<file path="config.mk">
export PLATFORM = sky130hd
export DESIGN_NAME = bram_memtest_master_flat
export DESIGN_NICKNAME = d
export VERILOG_FILES = /design/src/rtl/bram_test_pkg.sv /design/src/rtl/bram_memtest_master_if.sv /design/src/rtl/bram_memtest_cmp.sv /design/src/rtl/bram_memtest_master.sv /design/src/flat_wrapper.sv
export SDC_FILE = /design/constraint.sdc
export NUM_CORES = 1
export LEC_CHECK = 0
export ABC_AREA = 1
export ABC_CLOCK_PERIOD_IN_PS = 8500
export BUFFER_PORTS_ARGS = -buffer_cell sky130_fd_sc_hd__buf_2
export CAP_MARGIN = 5
export CORE_AREA = 2 2 222 224
export DETAILED_ROUTE_END_ITERATION = 8
export DIE_AREA = 0 0 224 226
export PLACE_DENSITY = 0.44
export SYNTH_ARGS = -nofsm -noshare
export SYNTH_HDL_FRONTEND = slang
export SYNTH_SLANG_ARGS = --single-unit
</file>
<file path="constraint.sdc">
create_clock -name clk -period 8.5 [get_ports clk]
set_clock_uncertainty 0.2 [all_clocks]
set_input_delay 0.425 -clock clk [delete_from_list [all_inputs] [get_ports clk]]
set_output_delay 0.425 -clock clk [all_outputs]
set_load 0.03 [all_outputs]
</file>
<file path="src/rtl/bram_test_pkg.sv">
// Shared definitions for the BRAM memory test engine and its models:
// controller states, lane geometry and the fill/merge data patterns.
package bram_test_pkg;

  localparam int C_NB_COL     = 4;
  localparam int C_COL_WIDTH  = 8;
  localparam int C_DATA_WIDTH = C_NB_COL * C_COL_WIDTH;

  typedef enum logic [2:0] {
    ST_IDLE,
    ST_FILL,
    ST_MERGE,
    ST_READ,
    ST_DRAIN,
    ST_DONE
  } state_t;

  function automatic logic [C_DATA_WIDTH-1:0] pat(input logic [31:0] seed,
                                                  input logic [31:0] a);
    return seed ^ a ^ (a << 16);
  endfunction

  // Fill pattern with lane a[1:0] inverted, i.e. memory contents after the merge pass
  function automatic logic [C_DATA_WIDTH-1:0] exp(input logic [31:0] seed,
                                                  input logic [31:0] a);
    logic [C_DATA_WIDTH-1:0] lane;
    lane = {{(C_DATA_WIDTH-C_COL_WIDTH){1'b0}}, {C_COL_WIDTH{1'b1}}} << (C_COL_WIDTH * a[1:0]);
    return pat(seed, a) ^ lane;
  endfunction

endpackage

</file>
<file path="src/rtl/bram_memtest_master_if.sv">
// Dual-port BRAM word interface: port 1 read/write, port 2 read-only.
interface bram_memtest_master_if #(
  parameter int ADDR_WIDTH = 14,
  parameter int DATA_WIDTH = 32,
  parameter int NB_COL     = 4
) ();

  logic [ADDR_WIDTH-1:0] addr;
  logic [DATA_WIDTH-1:0] d;
  logic                  we;
  logic [NB_COL-1:0]     bytesel;
  logic [DATA_WIDTH-1:0] q;
  logic [ADDR_WIDTH-1:0] addr2;
  logic [DATA_WIDTH-1:0] d2;
  logic                  we2;
  logic [NB_COL-1:0]     bytesel2;
  logic [DATA_WIDTH-1:0] q2;

  modport master (
    output addr, d, we, bytesel, addr2, d2, we2, bytesel2,
    input  q, q2
  );

  modport slave (
    input  addr, d, we, bytesel, addr2, d2, we2, bytesel2,
    output q, q2
  );

endinterface

</file>
<file path="src/rtl/bram_memtest_cmp.sv">
// Registered two-port read-back comparator: aligns expected data with the
// one-clock read latency, counts mismatches (saturating), records the first one.
module bram_memtest_cmp
  import bram_test_pkg::*;
#(
  parameter int          ADDR_WIDTH = 14,
  parameter int          DATA_WIDTH = 32,
  parameter int          ERR_WIDTH  = 16,
  parameter logic [31:0] SEED       = 32'hAABBCCDD
) (
  input  logic                  clk,
  input  logic                  reset,
  input  logic                  i_clear,
  input  logic                  i_valid,
  input  logic [ADDR_WIDTH-1:0] i_addr1,
  input  logic [ADDR_WIDTH-1:0] i_addr2,
  input  logic [DATA_WIDTH-1:0] i_q1,
  input  logic [DATA_WIDTH-1:0] i_q2,
  output logic [ERR_WIDTH-1:0]  o_err_count,
  output logic [ADDR_WIDTH-1:0] o_fail_addr,
  output logic                  o_fail_port,
  output logic [DATA_WIDTH-1:0] o_fail_data
);

  logic                  r_valid;
  logic [ADDR_WIDTH-1:0] r_addr1;
  logic [ADDR_WIDTH-1:0] r_addr2;
  logic [DATA_WIDTH-1:0] r_exp1;
  logic [DATA_WIDTH-1:0] r_exp2;
  logic [ERR_WIDTH-1:0]  r_errCount;
  logic                  r_captured;
  logic [ADDR_WIDTH-1:0] r_failAddr;
  logic                  r_failPort;
  logic [DATA_WIDTH-1:0] r_failData;

  logic                  w_miss1;
  logic                  w_miss2;
  logic [ERR_WIDTH:0]    w_sum;
  logic [ERR_WIDTH-1:0]  w_errNext;

  always_ff @(posedge clk or posedge reset) begin
    if (reset) begin
      r_valid <= 1'b0;
      r_addr1 <= '0;
      r_addr2 <= '0;
      r_exp1  <= '0;
      r_exp2  <= '0;
    end else if (i_clear) begin
      r_valid <= 1'b0;
    end else begin
      r_valid <= i_valid;
      r_addr1 <= i_addr1;
      r_addr2 <= i_addr2;
      r_exp1  <= DATA_WIDTH'(exp(SEED, 32'(i_addr1)));
      r_exp2  <= DATA_WIDTH'(exp(SEED, 32'(i_addr2)));
    end
  end

  assign w_miss1   = r_valid && (i_q1 != r_exp1);
  assign w_miss2   = r_valid && (i_q2 != r_exp2);
  assign w_sum     = {1'b0, r_errCount} + (ERR_WIDTH+1)'(w_miss1) + (ERR_WIDTH+1)'(w_miss2);
  assign w_errNext = w_sum[ERR_WIDTH] ? '1 : w_sum[ERR_WIDTH-1:0];

  // Port 1 wins when both ports miss on the same cycle
  always_ff @(posedge clk or posedge reset) begin
    if (reset) begin
      r_errCount <= '0;
      r_captured <= 1'b0;
      r_failAddr <= '0;
      r_failPort <= 1'b0;
      r_failData <= '0;
    end else if (i_clear) begin
      r_errCount <= '0;
      r_captured <= 1'b0;
      r_failAddr <= '0;
      r_failPort <= 1'b0;
      r_failData <= '0;
    end else begin
      r_errCount <= w_errNext;
      if (!r_captured && (w_miss1 || w_miss2)) begin
        r_captured <= 1'b1;
        r_failAddr <= w_miss1 ? r_addr1 : r_addr2;
        r_failPort <= !w_miss1;
        r_failData <= w_miss1 ? i_q1 : i_q2;
      end
    end
  end

  assign o_err_count = r_errCount;
  assign o_fail_addr = r_failAddr;
  assign o_fail_port = r_failPort;
  assign o_fail_data = r_failData;

endmodule

</file>
<file path="src/rtl/bram_memtest_master.sv">
// BRAM bring-up test engine: fills a word region, rewrites one inverted lane per
// word, then reads the region back on both ports and reports the result.
module bram_memtest_master
  import bram_test_pkg::*;
#(
  parameter int          ADDR_WIDTH = 14,
  parameter int          NB_COL     = 4,
  parameter int          COL_WIDTH  = 8,
  parameter logic [31:0] SEED       = 32'hAABBCCDD,
  parameter int          ERR_WIDTH  = 16
) (
  input  logic                      clk,
  input  logic                      reset,
  input  logic                      i_start,
  input  logic [ADDR_WIDTH-1:0]     i_base_addr,
  input  logic [ADDR_WIDTH-1:0]     i_last_addr,
  output logic                      o_busy,
  output logic                      o_done,
  output logic                      o_pass,
  output logic [ERR_WIDTH-1:0]      o_err_count,
  output logic [ADDR_WIDTH-1:0]     o_fail_addr,
  output logic                      o_fail_port,
  output logic [NB_COL*COL_WIDTH-1:0] o_fail_data,
  bram_memtest_master_if.master     bus
);

  localparam int DW = NB_COL * COL_WIDTH;

  state_t                r_state;
  state_t                w_nextState;
  logic [ADDR_WIDTH-1:0] r_ptr;
  logic [ADDR_WIDTH-1:0] w_nextPtr;
  logic [ADDR_WIDTH-1:0] r_base;
  logic [ADDR_WIDTH-1:0] r_last;
  logic                  r_bad;
  logic                  w_nextBad;
  logic                  r_drain;
  logic                  w_nextDrain;

  logic                  w_accept;
  logic                  w_wrap;
  logic [ADDR_WIDTH-1:0] w_ptrNext;
  logic [ADDR_WIDTH-1:0] w_nextAddr2;
  logic [DW-1:0]         w_pat;

  logic [ADDR_WIDTH-1:0] w_addr;
  logic [ADDR_WIDTH-1:0] w_addr2;
  logic [DW-1:0]         w_d;
  logic                  w_we;
  logic [NB_COL-1:0]     w_bytesel;
  logic                  w_rdValid;

  logic [ADDR_WIDTH-1:0] r_addr;
  logic [ADDR_WIDTH-1:0] r_addr2;
  logic [DW-1:0]         r_d;
  logic                  r_we;
  logic [NB_COL-1:0]     r_bytesel;
  logic                  r_rdValid;
  logic                  r_busy;
  logic                  r_done;
  logic                  r_pass;

  logic [ERR_WIDTH-1:0]  w_errCount;

  assign w_accept    = i_start && ((r_state == ST_IDLE) || (r_state == ST_DONE));
  assign w_wrap      = (r_ptr == r_last);
  assign w_ptrNext   = w_wrap ? r_base : r_ptr + ADDR_WIDTH'(1);
  assign w_nextBad   = w_accept ? (i_base_addr > i_last_addr) : r_bad;
  assign w_nextAddr2 = (w_nextPtr == r_last) ? r_base : w_nextPtr + ADDR_WIDTH'(1);

  always_ff @(posedge clk or posedge reset) begin
    if (reset) begin
      r_state <= ST_IDLE;
      r_ptr   <= '0;
      r_base  <= '0;
      r_last  <= '0;
      r_bad   <= 1'b0;
      r_drain <= 1'b0;
    end else begin
      r_state <= w_nextState;
      r_ptr   <= w_nextPtr;
      r_bad   <= w_nextBad;
      r_drain <= w_nextDrain;
      if (w_accept) begin
        r_base <= i_base_addr;
        r_last <= i_last_addr;
      end
    end
  end

  always_comb begin
    w_nextState = r_state;
    w_nextPtr   = r_ptr;
    w_nextDrain = r_drain;
    unique case (r_state)
      ST_IDLE, ST_DONE: begin
        if (i_start) begin
          w_nextState = ST_FILL;
          w_nextPtr   = i_base_addr;
        end
      end
      ST_FILL: begin
        if (r_bad) begin
          w_nextState = ST_DONE;
        end else begin
          w_nextPtr = w_ptrNext;
          if (w_wrap) w_nextState = ST_MERGE;
        end
      end
      ST_MERGE: begin
        w_nextPtr = w_ptrNext;
        if (w_wrap) w_nextState = ST_READ;
      end
      ST_READ: begin
        w_nextPtr = w_ptrNext;
        if (w_wrap) begin
          w_nextState = ST_DRAIN;
          w_nextDrain = 1'b0;
        end
      end
      ST_DRAIN: begin
        w_nextDrain = 1'b1;
        if (r_drain) w_nextState = ST_DONE;
      end
      default: w_nextState = ST_IDLE;
    endcase
  end

  // Bus values are decoded from the upcoming state so every strobe leaves a flop
  always_comb begin
    w_addr    = '0;
    w_addr2   = '0;
    w_d       = '0;
    w_we      = 1'b0;
    w_bytesel = '0;
    w_rdValid = 1'b0;
    w_pat     = DW'(pat(SEED, 32'(w_nextPtr)));
    unique case (w_nextState)
      ST_FILL: begin
        if (!w_nextBad) begin
          w_we      = 1'b1;
          w_bytesel = '1;
          w_addr    = w_nextPtr;
          w_d       = w_pat;
        end
      end
      ST_MERGE: begin
        w_we      = 1'b1;
        w_bytesel = NB_COL'(1) << w_nextPtr[1:0];
        w_addr    = w_nextPtr;
        w_d       = ~w_pat;
      end
      ST_READ: begin
        w_addr    = w_nextPtr;
        w_addr2   = w_nextAddr2;
        w_rdValid = 1'b1;
      end
      default: ;
    endcase
  end

  always_ff @(posedge clk or posedge reset) begin
    if (reset) begin
      r_addr    <= '0;
      r_addr2   <= '0;
      r_d       <= '0;
      r_we      <= 1'b0;
      r_bytesel <= '0;
      r_rdValid <= 1'b0;
      r_busy    <= 1'b0;
      r_done    <= 1'b0;
      r_pass    <= 1'b0;
    end else begin
      r_addr    <= w_addr;
      r_addr2   <= w_addr2;
      r_d       <= w_d;
      r_we      <= w_we;
      r_bytesel <= w_bytesel;
      r_rdValid <= w_rdValid;
      r_busy    <= (w_nextState != ST_IDLE) && (w_nextState != ST_DONE);
      r_done    <= (w_nextState == ST_DONE);
      if (w_nextState != ST_DONE) begin
        r_pass <= 1'b0;
      end else if (r_state != ST_DONE) begin
        r_pass <= !r_bad && (w_errCount == '0);
      end
    end
  end

  bram_memtest_cmp #(
    .ADDR_WIDTH (ADDR_WIDTH),
    .DATA_WIDTH (DW),
    .ERR_WIDTH  (ERR_WIDTH),
    .SEED       (SEED)
  ) u_cmp (
    .clk         (clk),
    .reset       (reset),
    .i_clear     (w_accept),
    .i_valid     (r_rdValid),
    .i_addr1     (r_addr),
    .i_addr2     (r_addr2),
    .i_q1        (bus.q),
    .i_q2        (bus.q2),
    .o_err_count (w_errCount),
    .o_fail_addr (o_fail_addr),
    .o_fail_port (o_fail_port),
    .o_fail_data (o_fail_data)
  );

  assign bus.addr     = r_addr;
  assign bus.d        = r_d;
  assign bus.we       = r_we;
  assign bus.bytesel  = r_bytesel;
  assign bus.addr2    = r_addr2;
  assign bus.d2       = '0;
  assign bus.we2      = 1'b0;
  assign bus.bytesel2 = '0;

  assign o_busy      = r_busy;
  assign o_done      = r_done;
  assign o_pass      = r_pass;
  assign o_err_count = w_errCount;

endmodule

</file>
<file path="src/flat_wrapper.sv">
// flat-port wrapper written by rule: the top's interface ports become plain ports
module bram_memtest_master_flat import bram_test_pkg::*;
#(
  parameter int          ADDR_WIDTH = 14,
  parameter int          NB_COL     = 4,
  parameter int          COL_WIDTH  = 8,
  parameter logic [31:0] SEED       = 32'hAABBCCDD,
  parameter int          ERR_WIDTH  = 16
)
  (clk, reset, i_start, i_base_addr, i_last_addr, o_busy, o_done, o_pass, o_err_count, o_fail_addr, o_fail_port, o_fail_data, bus_addr, bus_d, bus_we, bus_bytesel, bus_addr2, bus_d2, bus_we2, bus_bytesel2, bus_q, bus_q2);
  bram_memtest_master_if #(.ADDR_WIDTH(ADDR_WIDTH), .NB_COL(NB_COL)) bus_i ();
  input  logic clk;
  input  logic reset;
  input  logic i_start;
  input  logic [ADDR_WIDTH-1:0] i_base_addr;
  input  logic [ADDR_WIDTH-1:0] i_last_addr;
  output logic o_busy;
  output logic o_done;
  output logic o_pass;
  output logic [ERR_WIDTH-1:0] o_err_count;
  output logic [ADDR_WIDTH-1:0] o_fail_addr;
  output logic o_fail_port;
  output logic [NB_COL*COL_WIDTH-1:0] o_fail_data;
  output wire logic [$bits(bus_i.addr)-1:0] bus_addr;
  output wire logic [$bits(bus_i.d)-1:0] bus_d;
  output wire logic [$bits(bus_i.we)-1:0] bus_we;
  output wire logic [$bits(bus_i.bytesel)-1:0] bus_bytesel;
  output wire logic [$bits(bus_i.addr2)-1:0] bus_addr2;
  output wire logic [$bits(bus_i.d2)-1:0] bus_d2;
  output wire logic [$bits(bus_i.we2)-1:0] bus_we2;
  output wire logic [$bits(bus_i.bytesel2)-1:0] bus_bytesel2;
  input wire logic [$bits(bus_i.q)-1:0] bus_q;
  input wire logic [$bits(bus_i.q2)-1:0] bus_q2;
  assign bus_addr = bus_i.addr;
  assign bus_d = bus_i.d;
  assign bus_we = bus_i.we;
  assign bus_bytesel = bus_i.bytesel;
  assign bus_addr2 = bus_i.addr2;
  assign bus_d2 = bus_i.d2;
  assign bus_we2 = bus_i.we2;
  assign bus_bytesel2 = bus_i.bytesel2;
  assign bus_i.q = bus_q;
  assign bus_i.q2 = bus_q2;
  bram_memtest_master #(.ADDR_WIDTH(ADDR_WIDTH), .NB_COL(NB_COL), .COL_WIDTH(COL_WIDTH), .SEED(SEED), .ERR_WIDTH(ERR_WIDTH)) u_core (.clk(clk), .reset(reset), .i_start(i_start), .i_base_addr(i_base_addr), .i_last_addr(i_last_addr), .o_busy(o_busy), .o_done(o_done), .o_pass(o_pass), .o_err_count(o_err_count), .o_fail_addr(o_fail_addr), .o_fail_port(o_fail_port), .o_fail_data(o_fail_data), .bus(bus_i));
endmodule
</file>
==> results of run 1 <==
==> through the flow <==
stage	instances	utilization, %	instance area, um^2	hold WS [ps]
after floorplan	1938	-	14500	248
after CTS	2759	35.5	17200	4.89
after global placement	2674	32.7	15800	253
after detailed placement	2674	32.7	15800	257
after global routing	2759	35.5	17200	36.7
final	2759	35.5	17200	42.7
==> layer usage <==
metal / routed length, um / GRT usage (%)
met1: 24200 / 28.3
met2: 24400 / 33.3
met3: 2480 / 2.95
met4: 1620 / 7.42
met5: 0 / 0
==> state kept, by name, indices dropped and copies added, names as in the netlist, 3 cells and up <==
register	count
u_core.u_cmp.r_exp2	31
u_core.bus.d	23
u_core.r_last	14
u_core.bus.bytesel	4
u_core.u_cmp.r_exp1	31
u_core.r_ptr	14
u_core.u_cmp.o_fail_addr	14
u_core.u_cmp.o_err_count	16
u_core.u_cmp.r_addr1	14
u_core.bus.addr2	14
u_core.r_state	3
u_core.u_cmp.r_addr2	14
u_core.u_cmp.o_fail_data	32
u_core.r_base	14
u_core.bus.addr	14
==> synthesized netlist by cell type, types with 12 or more instances <==
| cell | count |
|---|---|
| xnor2_1 | 33 |
| nor2_1 | 163 |
| o21ai_0 | 131 |
| a21oi_1 | 63 |
| xor2_1 | 23 |
| ha_1 | 16 |
| clkbuf_1 | 44 |
| nand4_1 | 27 |
| nand2_2 | 16 |
| dfrtp_1 | 262 |
| nand3_1 | 187 |
| nor3_1 | 17 |
| inv_2 | 12 |
| inv_1 | 224 |
| buf_4 | 55 |
| nand2_1 | 519 |
| buf_1 | 13 |
==> cells by family after synthesis <==
group | Yosys count | synth area share [%]
AOI/OAI and AO/OA | 237 | 8.95
xor gates and xnor gates | 56 | 3.41
adders and majority gates | 17 | 1.53
buffers and inverters | 356 | 11.0
DFF | 262 | 45.6
other | 1 | 0.0261
and+or+nand+nor | 973 | 29.5
==> layout make-up <==
class / instances / area [um^2] / share of cell area, %
sequential: 262 / 6560 / 38.2
multi-input combinational: 1320 / 6380 / 37.2
inverter: 236 / 896 / 5.22
tap: 622 / 778 / 4.53
clock buffer: 51 / 986 / 5.74
timing repair buffer: 260 / 1470 / 8.54
clock inverter: 8 / 98.8 / 0.576
==> critical path: cells and delay by family (launching register included) <==
| family | cells | cell delay (ps) |
|---|---|---|
| buf+inv | 4 | 990 |
| compound gates | 2 | 220 |
| flops | 1 | 370 |
| simple gates | 10 | 2930 |
==> power groups by stage <==
stage | Combinational (mW) | Clock (mW) | Sequential [mW]
4_1_cts | 2.85 | 1.48 | 1.95
2_1_floorplan | 1.71 | 0 | 2.16
3_5_place_dp | 2.82 | 0 | 1.97
6_report | 2.82 | 1.44 | 1.95
3_3_place_gp | 2.83 | 0 | 1.97
5_1_grt | 3.14 | 1.53 | 2.00
==> path summary, 6_finish.rpt <==
| kind | slack [ps] | to | from | cells after the start |
|---|---|---|---|---|
| worst min-delay path | 40 | u_core.r_base[4] | i_base_addr[4] | 3 |
| max in group asynchronous | 6270 | u_core.r_ptr[9] | reset | 4 |
| worst min register to register | 270 | u_core.u_cmp.r_valid | u_core.r_rdValid | 2 |
| worst max-delay path | 3700 | u_core.bus.addr[0] | u_core.r_state[1] | 16 |
| min in group asynchronous | 450 | u_core.u_cmp.o_err_count[14] | reset | 3 |
| worst max register to register | 3700 | u_core.bus.addr[0] | u_core.r_state[1] | 16 |
==> what timing repair did <==
action | CTS | global route
hold endpoints to repair | 143 | 0
buffers inserted | 0 | 0
hold buffers | 26 | 0
==> metrics.txt, run 1 <==
top post-synthesis cells by area dfrtp_1 46%, nand2_1 14%, nand3_1 6.5%; Slew Limit Fails 0; Total Power between 6 and 7 mW; Worst Hold Class in -> reg; unrepaired setup endpoints after global routing no; Initial Utilization between 20% and 30%; Internal around 3.3 mW; crit path DAT ~5100 ps; Slowest cell on crit path nor2_4; total congestion overflow 0; share of the cycle needed by the critical path after routing between 50% and 60%; number of global-route vias before repair between 10k and 15k; TritonCTS Sinks between 200 and 300; Top cell by count, worst path nand2_1; achievable clock frequency around 210 MHz; register area share after synthesis around 46%; H-tree Lvls 2; CP max stage delay 730 ps; GP Congestion 0.896; TritonCTS clock tree done; Max Cap Viol 0; # DRC 0; std cell rows ~80; Via Count 13.0k; Area growth, synth to finish 19.4%; Routed WL between 50 and 60 mm; number of nets with antenna violations after routing 0; Num CTS Buffers 35; Post-synth top flop dfrtp_1; fraction of layout cells with a size suffix above 1 16.3%; crit-path cells inv_2 > nand2_1 > nand2_1 > nand2_1 > nor2_4 > buf_4 > nor3_1 > o31ai_1 > a21oi_1 > nor2_1 > nand2_1 > nor2_4 > nor2_1 > inv_1 > nand2_1 > inv_1; fin crit period 4800 ps; commonest non-fill, non-tap cell in the layout nand2_1; Synth Instances between 1.5k and 2k; Final Hold Viols 0; antenna cells 0; relative slew slack 31.9%; initial antenna violation count 0; Sw Ratio a little under half; Ys Warns 0; Syn Area/Cell 7.56 um^2; Async S/R FF share, synth 100%; critical path capture point type flop; post-route setup TNS 0 ps; filler instances 5205; worst vdd ir 184 uV; die footprint 0.0506 mm^2; GRT Total Usage between 20% and 30%; Skew-Pair Late Insertion Delay between 500 and 600 ps; clk slew on worst S/H paths ~60 ps; Place WS roughly 3700 ps; Port-buffer cells between 200 and 250; first-pass GRT wire length roughly 78 mm; Vias/cell between 4 and 5; Yosys cell types between 40 and 50; Iteration-0 DRC Markers 955; Static Leakage approximately 8.9 nW; CTS max path bufs 3; endpoints failing setup 0; combinational power share a little under half; Clock Tree Root clkbuf_16; most frequent cells in the layout 518 x nand2_1, 262 x dfrtp_1, 225 x buf_2; DRT Pass-1 Iters 6; routed length per instance 19.1 um; Worst-Margin Slew just over 1000 ps; largest net degree at the start of global routing about 150; post-cts resize count 0; EDFF count, synth 0; sequential power share a little under a third; worst setup margin around 3700 ps; Synth top area share 45.6%; Power Density ~360 mW/mm^2; crit path max fanout 59; post-synthesis cell area about 0.014 mm^2; status complete, no violations; startpoint types flop; die height around 230 um; I/O pins between 200 and 300; CORE AREA approximately 0.048 mm^2; #FFs+latches synth approximately 260; Clock Power Share 23.2%; P_sw approximately 3.0 mW; CP required 8780 ps; chip width roughly 220 um; DP Wirelength a little under 40 mm; WS Path Type reg -> reg; cell taking the most area after synthesis dfrtp_1; # nets final 2227
Note: power is estimated with default switching activity, not from simulation.
==> run 2, diff against run 1 <==
ABC_AREA = 0   (was 1)
ABC_CLOCK_PERIOD_IN_PS = 3900   (was 8500)
CORE_AREA = 2 2 219 221   (was 2 2 222 224)
DIE_AREA = 0 0 221 223   (was 0 0 224 226)
PLACE_DENSITY = 0.46   (was 0.44)
clock period = 3.9 ns   (was 8.5 ns; I/O delays follow)
==> metrics.txt, run 2 <==
P_sw 5.61 mW (+90%); Place WS 174 ps (-3490 ps); TritonCTS Sinks 262 (unchanged); die footprint 0.0493 mm^2 (-2.6%); post-layout instance area 0.0178 mm^2 (+3.9%); Final Hold Viols 0 (unchanged); cell taking the most area after synthesis dfrtp_1; Initial Utilization 29.6% (-0.17 points); # nets final 1876 (-16%); worst setup margin 263 ps (-3430 ps); std cell rows 80 (-1.2%); most frequent cells in the layout 262 x dfrtp_1, 225 x buf_2, 184 x nand2_1; largest net degree at the start of global routing 135 (-6.9%); EDFF count, synth 0 (unchanged); relative slew slack 33.2% (+1.4 points); Simple-Gate Fraction of Synth Area 17.0% (-13 points); unrepaired setup endpoints after global routing no; WS Path Type reg -> reg; post-route setup TNS 0 ps (unchanged); Via Count 11.7k (-9.4%); Num CTS Buffers 34 (-2.9%); worst reg2reg path depth 10 (-6); crit path DAT 3890 ps (-1190 ps); status complete, no violations; die height 223 um (-1.3%); Worst Hold Class in -> async; DP Area 0.0158 mm^2 (-0.26%); CORE AREA 0.0471 mm^2 (-2.5%); post-synthesis cell area 0.0139 mm^2 (-3.0%); initial antenna violation count 0 (unchanged); Internal 7.22 mW (+120%); max FFs per register 32 (unchanged); footprint of the multi-input gates 0.00668 mm^2 (+4.6%); filler instances 4782 (-8.1%); H-tree Lvls 2 (unchanged); multiplexer area fraction after synthesis 4.97% (+5.0 points); worst vdd ir 433 uV (+130%); Skew-Pair Late Insertion Delay 540 ps (about the same); DRT Pass-1 Iters 5 (-1); Power Density 719 mW/mm^2 (+99%); clk slew on worst S/H paths 60 ps (about the same); Fin Hold WS 153 ps (+111 ps); top-count cell post-synth dfrtp_1; critical path capture point type flop; fraction of layout cells with a size suffix above 1 20.7% (+4.4 points); endpoints failing setup 0 (unchanged); reg2reg start u_core.r_state[0]; Max Cap Viol 0 (unchanged); number of global-route vias before repair 11.8k (-5.4%); I/O pins 263 (unchanged); sequential power share 31.7% (+0.3 points); number of nets with antenna violations after routing 0 (unchanged); main combinational cell family by area after synthesis simple AND/OR/NAND/NOR gates; CP Launch Point u_core.r_state[0]; TritonCTS clock tree done; register area share after synthesis 47.0% (+1.4 points); fin crit period 3640 ps (-1170 ps); # DRC 0 (unchanged); Routed WL 51.2 mm (-2.8%); Post-synth top flop dfrtp_1; routed length per instance 21.3 um (+12%); register area 0.00656 mm^2 (unchanged); antenna cells 0 (unchanged); total congestion overflow 0 (unchanged); combinational power share 43.6% (-1.8 points); first-pass GRT wire length 77.0 mm (-1.9%); Clock Power Share 24.7% (+1.5 points); Slew Limit Fails 0 (unchanged); chip width 221 um (-1.3%); Worst R2R End u_core.bus.addr2[5]; CP required 4150 ps (-4630 ps); Ys Warns 0 (unchanged); Clock Tree Root clkbuf_16; share of the cycle needed by the critical path after routing 93.3% (+37 points); startpoint types flop; top post-synthesis cells by area dfrtp_1 47%, xor2_1 6.7%, nand2_1 5.0%; Syn Area/Cell 9.65 um^2 (+28%); post-synthesis adder-cell area fraction 1.58% (+0.048 points); Iteration-0 DRC Markers 853 (-11%); #FFs+latches synth 262 (unchanged); Async S/R FF share, synth 100% (unchanged); Port-buffer cells 225 (unchanged); Worst-Margin Slew 999 ps (-19.0 ps); GRT Total Usage 20.6% (-0.083 points); GP Congestion 0.884 (-1.3%); r2r setup slk 260 ps (-3430 ps); crit path max fanout 15 (-75%); Compound-Gate Fraction of Synth Area 13.1% (+4.1 points); Vias/cell 4.89 (+4.0%); Yosys cell types 85 (+100%); Static Leakage 8.78 nW (-1.2%); commonest non-fill, non-tap cell in the layout dfrtp_1; Synth Area in XOR/XNOR 10.1% (+6.7 points); Synth Instances 1445 (-24%); Sw Ratio 43.7% (-3.8 points); commonest cells in the netlist 262 x dfrtp_1, 185 x nand2_1, 128 x nor2_1; CTS max path bufs 3 (unchanged); DP Wirelength 37.1 mm (-4.3%); Synth top area share 47.0% (+1.4 points); Area growth, synth to finish 28.0%; achievable clock frequency 275 MHz (+32%)
## run 2: cell type report
type	count	area share, %
multi-input cells	1044	37.4
well taps	615	4.31
flip-flops and latches	262	36.7
repair buffers	376	14.3
clock inverters	9	0.568
inverters	46	0.989
clock buffers	51	5.69
## run 2: routing by layer
| layer | wire, um | track usage [%] |
|---|---|---|
| met5 | 0 | 0 |
| met4 | 1540 | 6.54 |
| met3 | 2230 | 3.16 |
| met2 | 24400 | 34.3 |
| met1 | 23000 | 27.5 |
## run 2: critical path, cell delays in order, from the launching register on
cell and delay (ps):
dfrtp_1 630, nor2b_1 320, o21a_1 520, a2111oi_0 130, a221oi_1 240, or4b_1 490
o311a_1 170, and4_1 230, buf_4 200, a211o_1 270, a21oi_1 150
## run 2: worst max path at each step
stage | endpoint | slack, ps | cells after the start
after detailed placement | u_core.u_cmp.o_err_count[2] | 170 | 11
after floorplan | u_core.bus.addr2[0] | 50 | 1
after global placement | u_core.u_cmp.o_err_count[4] | 200 | 11
after global routing | u_core.bus.addr2[7] | 80 | 10
final | u_core.bus.addr2[5] | 260 | 10
after CTS | u_core.u_cmp.o_err_count[2] | 150 | 11
## run 2: power by group through the flow
stage,Clock (mW),Combinational [mW],Sequential [mW]
2_1_floorplan,0,3.49,4.05
3_3_place_gp,0,5.54,4.10
3_5_place_dp,0,5.51,4.10
4_1_cts,3.27,5.61,4.07
5_1_grt,3.39,6.06,4.14
6_report,3.17,5.60,4.07
## run 2: cell families (layout without fill, tap and decap cells)
group                      count (synthesis)  after routing
muxes                                     69             69
buffers and inverters                    175            482
xor gates and xnor gates                 154            154
and+or+nand+nor                          496            496
AOI/OAI and AO/OA                        271            271
adders and majority gates                 17             17
DFF                                      262            262
other                                      1             37
## run 2: per-stage QoR
step / utilization [%] / total power, mW / cells
final: 37.8 / 12.8 / 2403
after global routing: 37.8 / 13.6 / 2403
after CTS: 37.8 / 13.0 / 2403
after detailed placement: 33.5 / 9.61 / 2249
after global placement: 33.5 / 9.64 / 2249
after floorplan: - / 7.54 / 1481
## run 2: what timing repair did
item | 4_1_cts | 5_1_grt
endpoints found under the setup margin | 0 | 2
endpoints found under the hold margin | 87 | 0
setup buffers | 0 | 0
resized for setup | 0 | 1
hold buffers | 94 | 0
